$ cat src/rtl/mult_lane_dispatch_if.sv
// Stream bundle between the encoder, the dispatcher and its multiplier lanes.
// p/u/z are the merged streams; lp/lu/lz are the per-lane slices.
interface mult_lane_dispatch_if #(
    parameter int QW = 64,
    parameter int UW = 1,
    parameter int NL = 2
);
    logic [QW-1:0]    p_data;
    logic             p_vld;
    logic             p_last;
    logic             p_rdy;

    logic [UW-1:0]    u_data;
    logic             u_vld;
    logic             u_last;
    logic             u_rdy;

    logic [QW-1:0]    z_data;
    logic             z_vld;
    logic             z_last;
    logic             z_rdy;

    logic [NL*QW-1:0] lp_data;
    logic [NL-1:0]    lp_vld;
    logic [NL-1:0]    lp_last;
    logic [NL-1:0]    lp_rdy;

    logic [NL*UW-1:0] lu_data;
    logic [NL-1:0]    lu_vld;
    logic [NL-1:0]    lu_last;
    logic [NL-1:0]    lu_rdy;

    logic [NL*QW-1:0] lz_data;
    logic [NL-1:0]    lz_vld;
    logic [NL-1:0]    lz_last;
    logic [NL-1:0]    lz_rdy;

    modport slave (
        input  p_data, p_vld, p_last,
        output p_rdy,
        input  u_data, u_vld, u_last,
        output u_rdy,
        output z_data, z_vld, z_last,
        input  z_rdy,
        output lp_data, lp_vld, lp_last,
        input  lp_rdy,
        output lu_data, lu_vld, lu_last,
        input  lu_rdy,
        input  lz_data, lz_vld, lz_last,
        output lz_rdy
    );

    modport master (
        output p_data, p_vld, p_last,
        input  p_rdy,
        output u_data, u_vld, u_last,
        input  u_rdy,
        input  z_data, z_vld, z_last,
        output z_rdy,
        input  lp_data, lp_vld, lp_last,
        output lp_rdy,
        input  lu_data, lu_vld, lu_last,
        output lu_rdy,
        output lz_data, lz_vld, lz_last,
        input  lz_rdy
    );
endinterface

$ cat src/rtl/mult_lane_dispatch.sv
// Round-robin packet dispatcher in front of NL multiplier lanes, with an
// in-order result collector, in-flight job cap and packet length checking.
module mult_lane_dispatch #(
    parameter int N            = 16,
    parameter int QW           = 64,
    parameter int UW           = 1,
    parameter int NL           = 2,
    parameter int MAX_INFLIGHT = 4,
    localparam int IW          = $clog2(MAX_INFLIGHT + 1)
) (
    input  logic                 clk,
    input  logic                 s_rst,
    mult_lane_dispatch_if.slave  bus,
    output logic [IW-1:0]        inflight,
    output logic                 len_err
);
    localparam int LW = (NL > 1) ? $clog2(NL) : 1;
    localparam int CW = (N > 1) ? $clog2(N) : 1;

    localparam logic [LW-1:0] SEL_MAX = LW'(NL - 1);
    localparam logic [CW-1:0] CNT_MAX = CW'(N - 1);
    localparam logic [IW-1:0] INF_MAX = IW'(MAX_INFLIGHT);

    logic [LW-1:0] p_sel;
    logic [LW-1:0] u_sel;
    logic [LW-1:0] z_sel;
    logic [CW-1:0] p_cnt;
    logic [CW-1:0] u_cnt;

    logic [QW-1:0] z_data_q;
    logic          z_vld_q;
    logic          z_last_q;

    logic          p_go;
    logic          p_acc;
    logic          u_acc;
    logic          p_bad;
    logic          u_bad;
    logic          z_adv;
    logic          lz_acc;
    logic          job_in;
    logic          job_out;

    logic [QW-1:0] lz_sel_data;
    logic          lz_sel_last;
    logic          lz_sel_vld;

    // A new packet may only start while there is room for one more job.
    assign p_go = (p_cnt != '0) || (inflight < INF_MAX);

    assign bus.lp_data = {NL{bus.p_data}};
    assign bus.lu_data = {NL{bus.u_data}};

    assign z_adv = !z_vld_q || bus.z_rdy;

    always_comb begin
        bus.lp_vld  = '0;
        bus.lp_last = '0;
        bus.lu_vld  = '0;
        bus.lu_last = '0;
        bus.lz_rdy  = '0;
        bus.p_rdy   = 1'b0;
        bus.u_rdy   = 1'b0;
        lz_sel_data = '0;
        lz_sel_last = 1'b0;
        lz_sel_vld  = 1'b0;
        for (int i = 0; i < NL; i++) begin
            if (p_sel == LW'(i)) begin
                bus.lp_vld[i]  = bus.p_vld & p_go;
                bus.lp_last[i] = bus.p_last & p_go;
                bus.p_rdy      = bus.lp_rdy[i] & p_go;
            end
            if (u_sel == LW'(i)) begin
                bus.lu_vld[i]  = bus.u_vld;
                bus.lu_last[i] = bus.u_last;
                bus.u_rdy      = bus.lu_rdy[i];
            end
            if (z_sel == LW'(i)) begin
                bus.lz_rdy[i] = z_adv;
                lz_sel_data   = bus.lz_data[i*QW +: QW];
                lz_sel_last   = bus.lz_last[i];
                lz_sel_vld    = bus.lz_vld[i];
            end
        end
    end

    assign p_acc = bus.p_vld & bus.p_rdy;
    assign u_acc = bus.u_vld & bus.u_rdy;

    // Bad length: last on the wrong beat, or a full packet with no last.
    assign p_bad = p_acc & (bus.p_last != (p_cnt == CNT_MAX));
    assign u_bad = u_acc & (bus.u_last != (u_cnt == CNT_MAX));

    assign lz_acc  = lz_sel_vld & z_adv;
    assign job_in  = p_acc & bus.p_last;
    assign job_out = z_vld_q & bus.z_rdy & z_last_q;

    assign bus.z_data = z_data_q;
    assign bus.z_vld  = z_vld_q;
    assign bus.z_last = z_last_q;

    always_ff @(posedge clk) begin
        if (s_rst) begin
            p_sel    <= '0;
            u_sel    <= '0;
            z_sel    <= '0;
            p_cnt    <= '0;
            u_cnt    <= '0;
            inflight <= '0;
            len_err  <= 1'b0;
            z_data_q <= '0;
            z_vld_q  <= 1'b0;
            z_last_q <= 1'b0;
        end else begin
            if (p_acc) begin
                if (bus.p_last || p_cnt == CNT_MAX) begin
                    p_cnt <= '0;
                end else begin
                    p_cnt <= p_cnt + 1'b1;
                end
                if (bus.p_last) begin
                    p_sel <= (p_sel == SEL_MAX) ? '0 : p_sel + 1'b1;
                end
            end

            if (u_acc) begin
                if (bus.u_last || u_cnt == CNT_MAX) begin
                    u_cnt <= '0;
                end else begin
                    u_cnt <= u_cnt + 1'b1;
                end
                if (bus.u_last) begin
                    u_sel <= (u_sel == SEL_MAX) ? '0 : u_sel + 1'b1;
                end
            end

            if (p_bad || u_bad) begin
                len_err <= 1'b1;
            end

            if (job_in && !job_out && inflight != INF_MAX) begin
                inflight <= inflight + 1'b1;
            end else if (job_out && !job_in && inflight != '0) begin
                inflight <= inflight - 1'b1;
            end

            // Output register: reload on a lane beat, otherwise drain.
            if (lz_acc) begin
                z_data_q <= lz_sel_data;
                z_vld_q  <= 1'b1;
                z_last_q <= lz_sel_last;
                if (lz_sel_last) begin
                    z_sel <= (z_sel == SEL_MAX) ? '0 : z_sel + 1'b1;
                end
            end else if (bus.z_rdy) begin
                z_vld_q  <= 1'b0;
                z_last_q <= 1'b0;
            end
        end
    end
endmodule

$ cat src/flat_wrapper.sv
// flat-port wrapper written by rule: the top's interface ports become plain ports
module mult_lane_dispatch_flat 
#(
    parameter int N            = 16,
    parameter int QW           = 64,
    parameter int UW           = 1,
    parameter int NL           = 2,
    parameter int MAX_INFLIGHT = 4,
    localparam int IW          = $clog2(MAX_INFLIGHT + 1)
)
  (clk, s_rst, inflight, len_err, bus_p_data, bus_p_vld, bus_p_last, bus_p_rdy, bus_u_data, bus_u_vld, bus_u_last, bus_u_rdy, bus_z_data, bus_z_vld, bus_z_last, bus_z_rdy, bus_lp_data, bus_lp_vld, bus_lp_last, bus_lp_rdy, bus_lu_data, bus_lu_vld, bus_lu_last, bus_lu_rdy, bus_lz_data, bus_lz_vld, bus_lz_last, bus_lz_rdy);
  mult_lane_dispatch_if #(.QW(QW), .UW(UW), .NL(NL)) bus_i ();
  input  logic clk;
  input  logic s_rst;
  output logic [IW-1:0] inflight;
  output logic len_err;
  input wire logic [$bits(bus_i.p_data)-1:0] bus_p_data;
  input wire logic [$bits(bus_i.p_vld)-1:0] bus_p_vld;
  input wire logic [$bits(bus_i.p_last)-1:0] bus_p_last;
  output wire logic [$bits(bus_i.p_rdy)-1:0] bus_p_rdy;
  input wire logic [$bits(bus_i.u_data)-1:0] bus_u_data;
  input wire logic [$bits(bus_i.u_vld)-1:0] bus_u_vld;
  input wire logic [$bits(bus_i.u_last)-1:0] bus_u_last;
  output wire logic [$bits(bus_i.u_rdy)-1:0] bus_u_rdy;
  output wire logic [$bits(bus_i.z_data)-1:0] bus_z_data;
  output wire logic [$bits(bus_i.z_vld)-1:0] bus_z_vld;
  output wire logic [$bits(bus_i.z_last)-1:0] bus_z_last;
  input wire logic [$bits(bus_i.z_rdy)-1:0] bus_z_rdy;
  output wire logic [$bits(bus_i.lp_data)-1:0] bus_lp_data;
  output wire logic [$bits(bus_i.lp_vld)-1:0] bus_lp_vld;
  output wire logic [$bits(bus_i.lp_last)-1:0] bus_lp_last;
  input wire logic [$bits(bus_i.lp_rdy)-1:0] bus_lp_rdy;
  output wire logic [$bits(bus_i.lu_data)-1:0] bus_lu_data;
  output wire logic [$bits(bus_i.lu_vld)-1:0] bus_lu_vld;
  output wire logic [$bits(bus_i.lu_last)-1:0] bus_lu_last;
  input wire logic [$bits(bus_i.lu_rdy)-1:0] bus_lu_rdy;
  input wire logic [$bits(bus_i.lz_data)-1:0] bus_lz_data;
  input wire logic [$bits(bus_i.lz_vld)-1:0] bus_lz_vld;
  input wire logic [$bits(bus_i.lz_last)-1:0] bus_lz_last;
  output wire logic [$bits(bus_i.lz_rdy)-1:0] bus_lz_rdy;
  assign bus_i.p_data = bus_p_data;
  assign bus_i.p_vld = bus_p_vld;
  assign bus_i.p_last = bus_p_last;
  assign bus_p_rdy = bus_i.p_rdy;
  assign bus_i.u_data = bus_u_data;
  assign bus_i.u_vld = bus_u_vld;
  assign bus_i.u_last = bus_u_last;
  assign bus_u_rdy = bus_i.u_rdy;
  assign bus_z_data = bus_i.z_data;
  assign bus_z_vld = bus_i.z_vld;
  assign bus_z_last = bus_i.z_last;
  assign bus_i.z_rdy = bus_z_rdy;
  assign bus_lp_data = bus_i.lp_data;
  assign bus_lp_vld = bus_i.lp_vld;
  assign bus_lp_last = bus_i.lp_last;
  assign bus_i.lp_rdy = bus_lp_rdy;
  assign bus_lu_data = bus_i.lu_data;
  assign bus_lu_vld = bus_i.lu_vld;
  assign bus_lu_last = bus_i.lu_last;
  assign bus_i.lu_rdy = bus_lu_rdy;
  assign bus_i.lz_data = bus_lz_data;
  assign bus_i.lz_vld = bus_lz_vld;
  assign bus_i.lz_last = bus_lz_last;
  assign bus_lz_rdy = bus_i.lz_rdy;
  mult_lane_dispatch #(.N(N), .QW(QW), .UW(UW), .NL(NL), .MAX_INFLIGHT(MAX_INFLIGHT)) u_core (.clk(clk), .s_rst(s_rst), .bus(bus_i), .inflight(inflight), .len_err(len_err));
endmodule
$ cat config.mk
export PLATFORM = sky130hd
export DESIGN_NAME = mult_lane_dispatch_flat
export DESIGN_NICKNAME = d
export VERILOG_FILES = /design/src/rtl/mult_lane_dispatch_if.sv /design/src/rtl/mult_lane_dispatch.sv /design/src/flat_wrapper.sv
export SDC_FILE = /design/constraint.sdc
export NUM_CORES = 1
export LEC_CHECK = 0
export ABC_AREA = 1
export CORE_AREA = 2 2 164 166
export DETAILED_ROUTE_END_ITERATION = 7
export DIE_AREA = 0 0 166 168
export HOLD_SLACK_MARGIN = 0.05
export PLACE_DENSITY_LB_ADDON = 0.1
export SYNTH_ARGS = -nofsm -noshare
export SYNTH_HDL_FRONTEND = slang
export SYNTH_SLANG_ARGS = --single-unit
$ cat constraint.sdc
create_clock -name clk -period 2.3 [get_ports clk]
set_input_delay 0.46 -clock clk [delete_from_list [all_inputs] [get_ports clk]]
set_output_delay 0.46 -clock clk [all_outputs]
set_load 0.02 [all_outputs]
==> results.toml <==
[timing]
fin_crit_sh = 0.9607
timing.setup.tns_ns = 0
hold_viol = 0
skew_ns = 0.008639
timing.fmax_mhz = 452.6
rsz0062_at_grt = "false"
tightest_slew_ns = 0.6529
setup_viol = 0
drv_slew = 0
relSlewSlack = 0.5647
setup_slack_ns = 0.09044
period_needed_ns = 2.210

[route]
post_drt_wl_per_cell_um = 15.38
vias = 4524
drc = 0
drtIter0Drc = 165
routed_wl_um = 17930
firstDrtPassIters = 4
vias_per_cell = 3.880
antenna_left = 0

[clocking]
clock_tree.root_cell = "clkbuf_16"
post_cts_buffers = 0
htree_num_levels = 3
clock_path_buffers = 2
clock_sinks = 81
cts_tree = "done"
cts.clk_slew.worst_paths_ns = 0.07
cts-buffers-inserted = 9
clk-insertion-delay-late_ns = 0.35
hold_buffers = 0

[die]
initial_core_util = 0.1840
core_um2 = 26350
chipHeight_um = 168
io_pins = 420
rows = 60
dieWidth_um = 166
dieArea_um2 = 27890

[logic_synthesis]
synth_area_um2 = 4850
synth_nets = 941
yosys_warnings = 0
synth_cell_type_count = 28
ys_seq_area_frac = 0.3344
synthTopCellsByCount = "221 x nand2_1, 132 x buf_4, 128 x nor2_1"
syn_inst = 727
synth_most_common_cell = "nand2_1"
ys.flop_type = "dfxtp_1"
synth_edf_count = 0
syn_avg_cell_area_um2 = 6.671
ys_seq_elements = 81
yosysTopAreaCell = "dfxtp_1"
netlist_top_cells_area = "dfxtp_1 33%, buf_4 20%, nand2_1 17%, nor2_1 9.9%, o21ai_1 4.1%"
async_reset_ff_frac = 0
synth_top_area_frac = 0.3344

[worst_setup_path]
rr_startpoint = "u_core.p_cnt[1]$_SDFFE_PP0N_"
slowest_stage = "clkdlybuf4s50_1"
slowest_delay_ns = 0.62
end_kind = "output pin"
crit_chain = "clkdlybuf4s50_1 > inv_1 > nor2_1 > clkdlybuf4s50_1"
critPathLaunch = "bus_u_last"
critPathKind = "primary input to output pin"
setup.worst_path.start_class = "primary input"
cpMostUsedCell = "clkdlybuf4s50_1"
critPathMaxFanout = 3
cp_data_arrival_time_ns = 1.75
required_ns = 1.84

[worst_hold_path]
hold_path_startpoint = "u_core.len_err$_SDFFE_PP0P_"
hp-class = "register to register"

[power_and_ir_drop]
ir_worst_vdd_v = 0.0002408
powerDensity_nw_per_um2 = 652.2
finalPower_w = 0.004452
p_leak_nw = 2.886

[flow_run]
drv_cap = 0

[finish]
diodes = 0
nets = 1034
drive_above_1_share = 0.05455
area_growth_pct = 40.76
n_fill_cell = 3003

[global_route]
grt_usage = 0.1280
grt-ovfl-total = 0
grt_max_degree = 66
grt_pass1_vias = 4546
grt_pass1_wl_um = 27410
antenna_found_initial = 0

[run_status]
status = "finished, final reports clean"

[place]
io_buffers = 224
dp_hpwl_um = 13210
finalWeightedCongestion = 0.7169
dp_slack_ns = -0.1088
## critical path, delay by kind of cell
kind | cells | cell delay (ns)
buf+inv | 3 | 1.21
simple gates | 1 | 0.08
## cells in the final DEF (no fill, tap or decap), types with 2 or more instances in the layout
cell | Yosys | layout
nor3_1 | 2 | 2
dlygate4sd2_1 | 0 | 4
ha_1 | 5 | 5
clkinvlp_4 | 0 | 2
nor2_4 | 2 | 2
nand3_1 | 7 | 7
xor2_1 | 2 | 2
nand4_1 | 2 | 2
nand2_1 | 221 | 220
inv_1 | 21 | 20
clkinv_2 | 0 | 2
buf_12 | 0 | 2
buf_4 | 132 | 18
clkdlybuf4s50_1 | 0 | 217
inv_2 | 3 | 4
a21oi_1 | 10 | 10
dfxtp_1 | 81 | 80
nor2_1 | 128 | 128
and3_1 | 3 | 3
clkbuf_16 | 0 | 9
a31oi_1 | 12 | 12
o21ai_0 | 20 | 20
clkdlybuf4s15_1 | 0 | 3
o21ai_1 | 40 | 40
## area by class of cell
| class | count | area [µm²] | share of cell area |
|---|---|---|---|
| clock buffer | 11 | 242.7 | 0.03556 |
| clock inverter | 5 | 55.05 | 0.008065 |
| inverter | 24 | 90.09 | 0.01320 |
| multi-input combinational | 460 | 1977 | 0.2896 |
| sequential | 81 | 1623 | 0.2377 |
| tap | 341 | 426.7 | 0.06250 |
| timing repair buffer | 244 | 2412 | 0.3534 |
## metal layers
| layer | wire (µm) | part of all wire | global-route usage |
|---|---|---|---|
| met3 | 1238 | 0.069 | 0.04090 |
| met5 | 48 | 0.0027 | 0.01217 |
| met4 | 610 | 0.034 | 0.05936 |
| met1 | 7393 | 0.41 | 0.1447 |
| met2 | 8637 | 0.48 | 0.2187 |
## power breakdown
| group | internal (W) | switching [W] | leakage, nW |
|---|---|---|---|
| clock network | 0.000868 | 0.000624 | 0.142 |
| logic | 0.000643 | 0.000690 | 2.07 |
| registers | 0.00155 | 0.0000812 | 0.670 |
## final timing paths
kind / depth (start not counted) / slack [ns] / to
max: 4 / 0.09 / bus_lu_last[0]
min reg2reg: 2 / 0.45 / u_core.len_err$_SDFFE_PP0P_
min: 2 / 0.45 / u_core.len_err$_SDFFE_PP0P_
max reg2reg: 14 / 0.25 / u_core.inflight[2]$_SDFFE_PP0P_
## through the flow
stage | std cells | hold slack [ns] | cell area, µm² | util
finish | 1166 | 0.4496 | 6827 | 0.2591
global route | 1166 | 0.4905 | 6827 | 0.2591
CTS | 1166 | 0.4547 | 6820 | 0.2588
detailed placement | 1150 | 0.4440 | 6531 | 0.2479
global placement | 1150 | 0.4468 | 6531 | 0.2479
floorplan | 727 | 0.4713 | 4850 | -
## logic make-up (layout without fill, tap and decap cells)
group,count (synthesis),after routing,synth area share
AND/OR/NAND/NOR,367,367,0.2939
buffers and inverters,186,284,0.2585
AO/OA/AOI/OAI,84,84,0.09082
flip-flops,81,81,0.3344
adder cells (fa/ha/maj),6,6,0.01703
XOR/XNOR,3,3,0.005419
## sequential cells by signal, summed over array words and instances (netlist names)
name,count
u_core.bus.z_data,64
u_core.p_cnt,4
u_core.u_cnt,4
u_core.inflight,3
u_core.bus.z_last,1
u_core.bus.z_vld,1
u_core.len_err,1
u_core.p_sel,1
u_core.u_sel,1
u_core.z_sel,1
## repair_timing
action	4_1_cts	5_1_grt
pin swaps	0	0
resized for setup	7	4
setup endpoints to repair	7	5
Power figures use the tool's default switching activity.
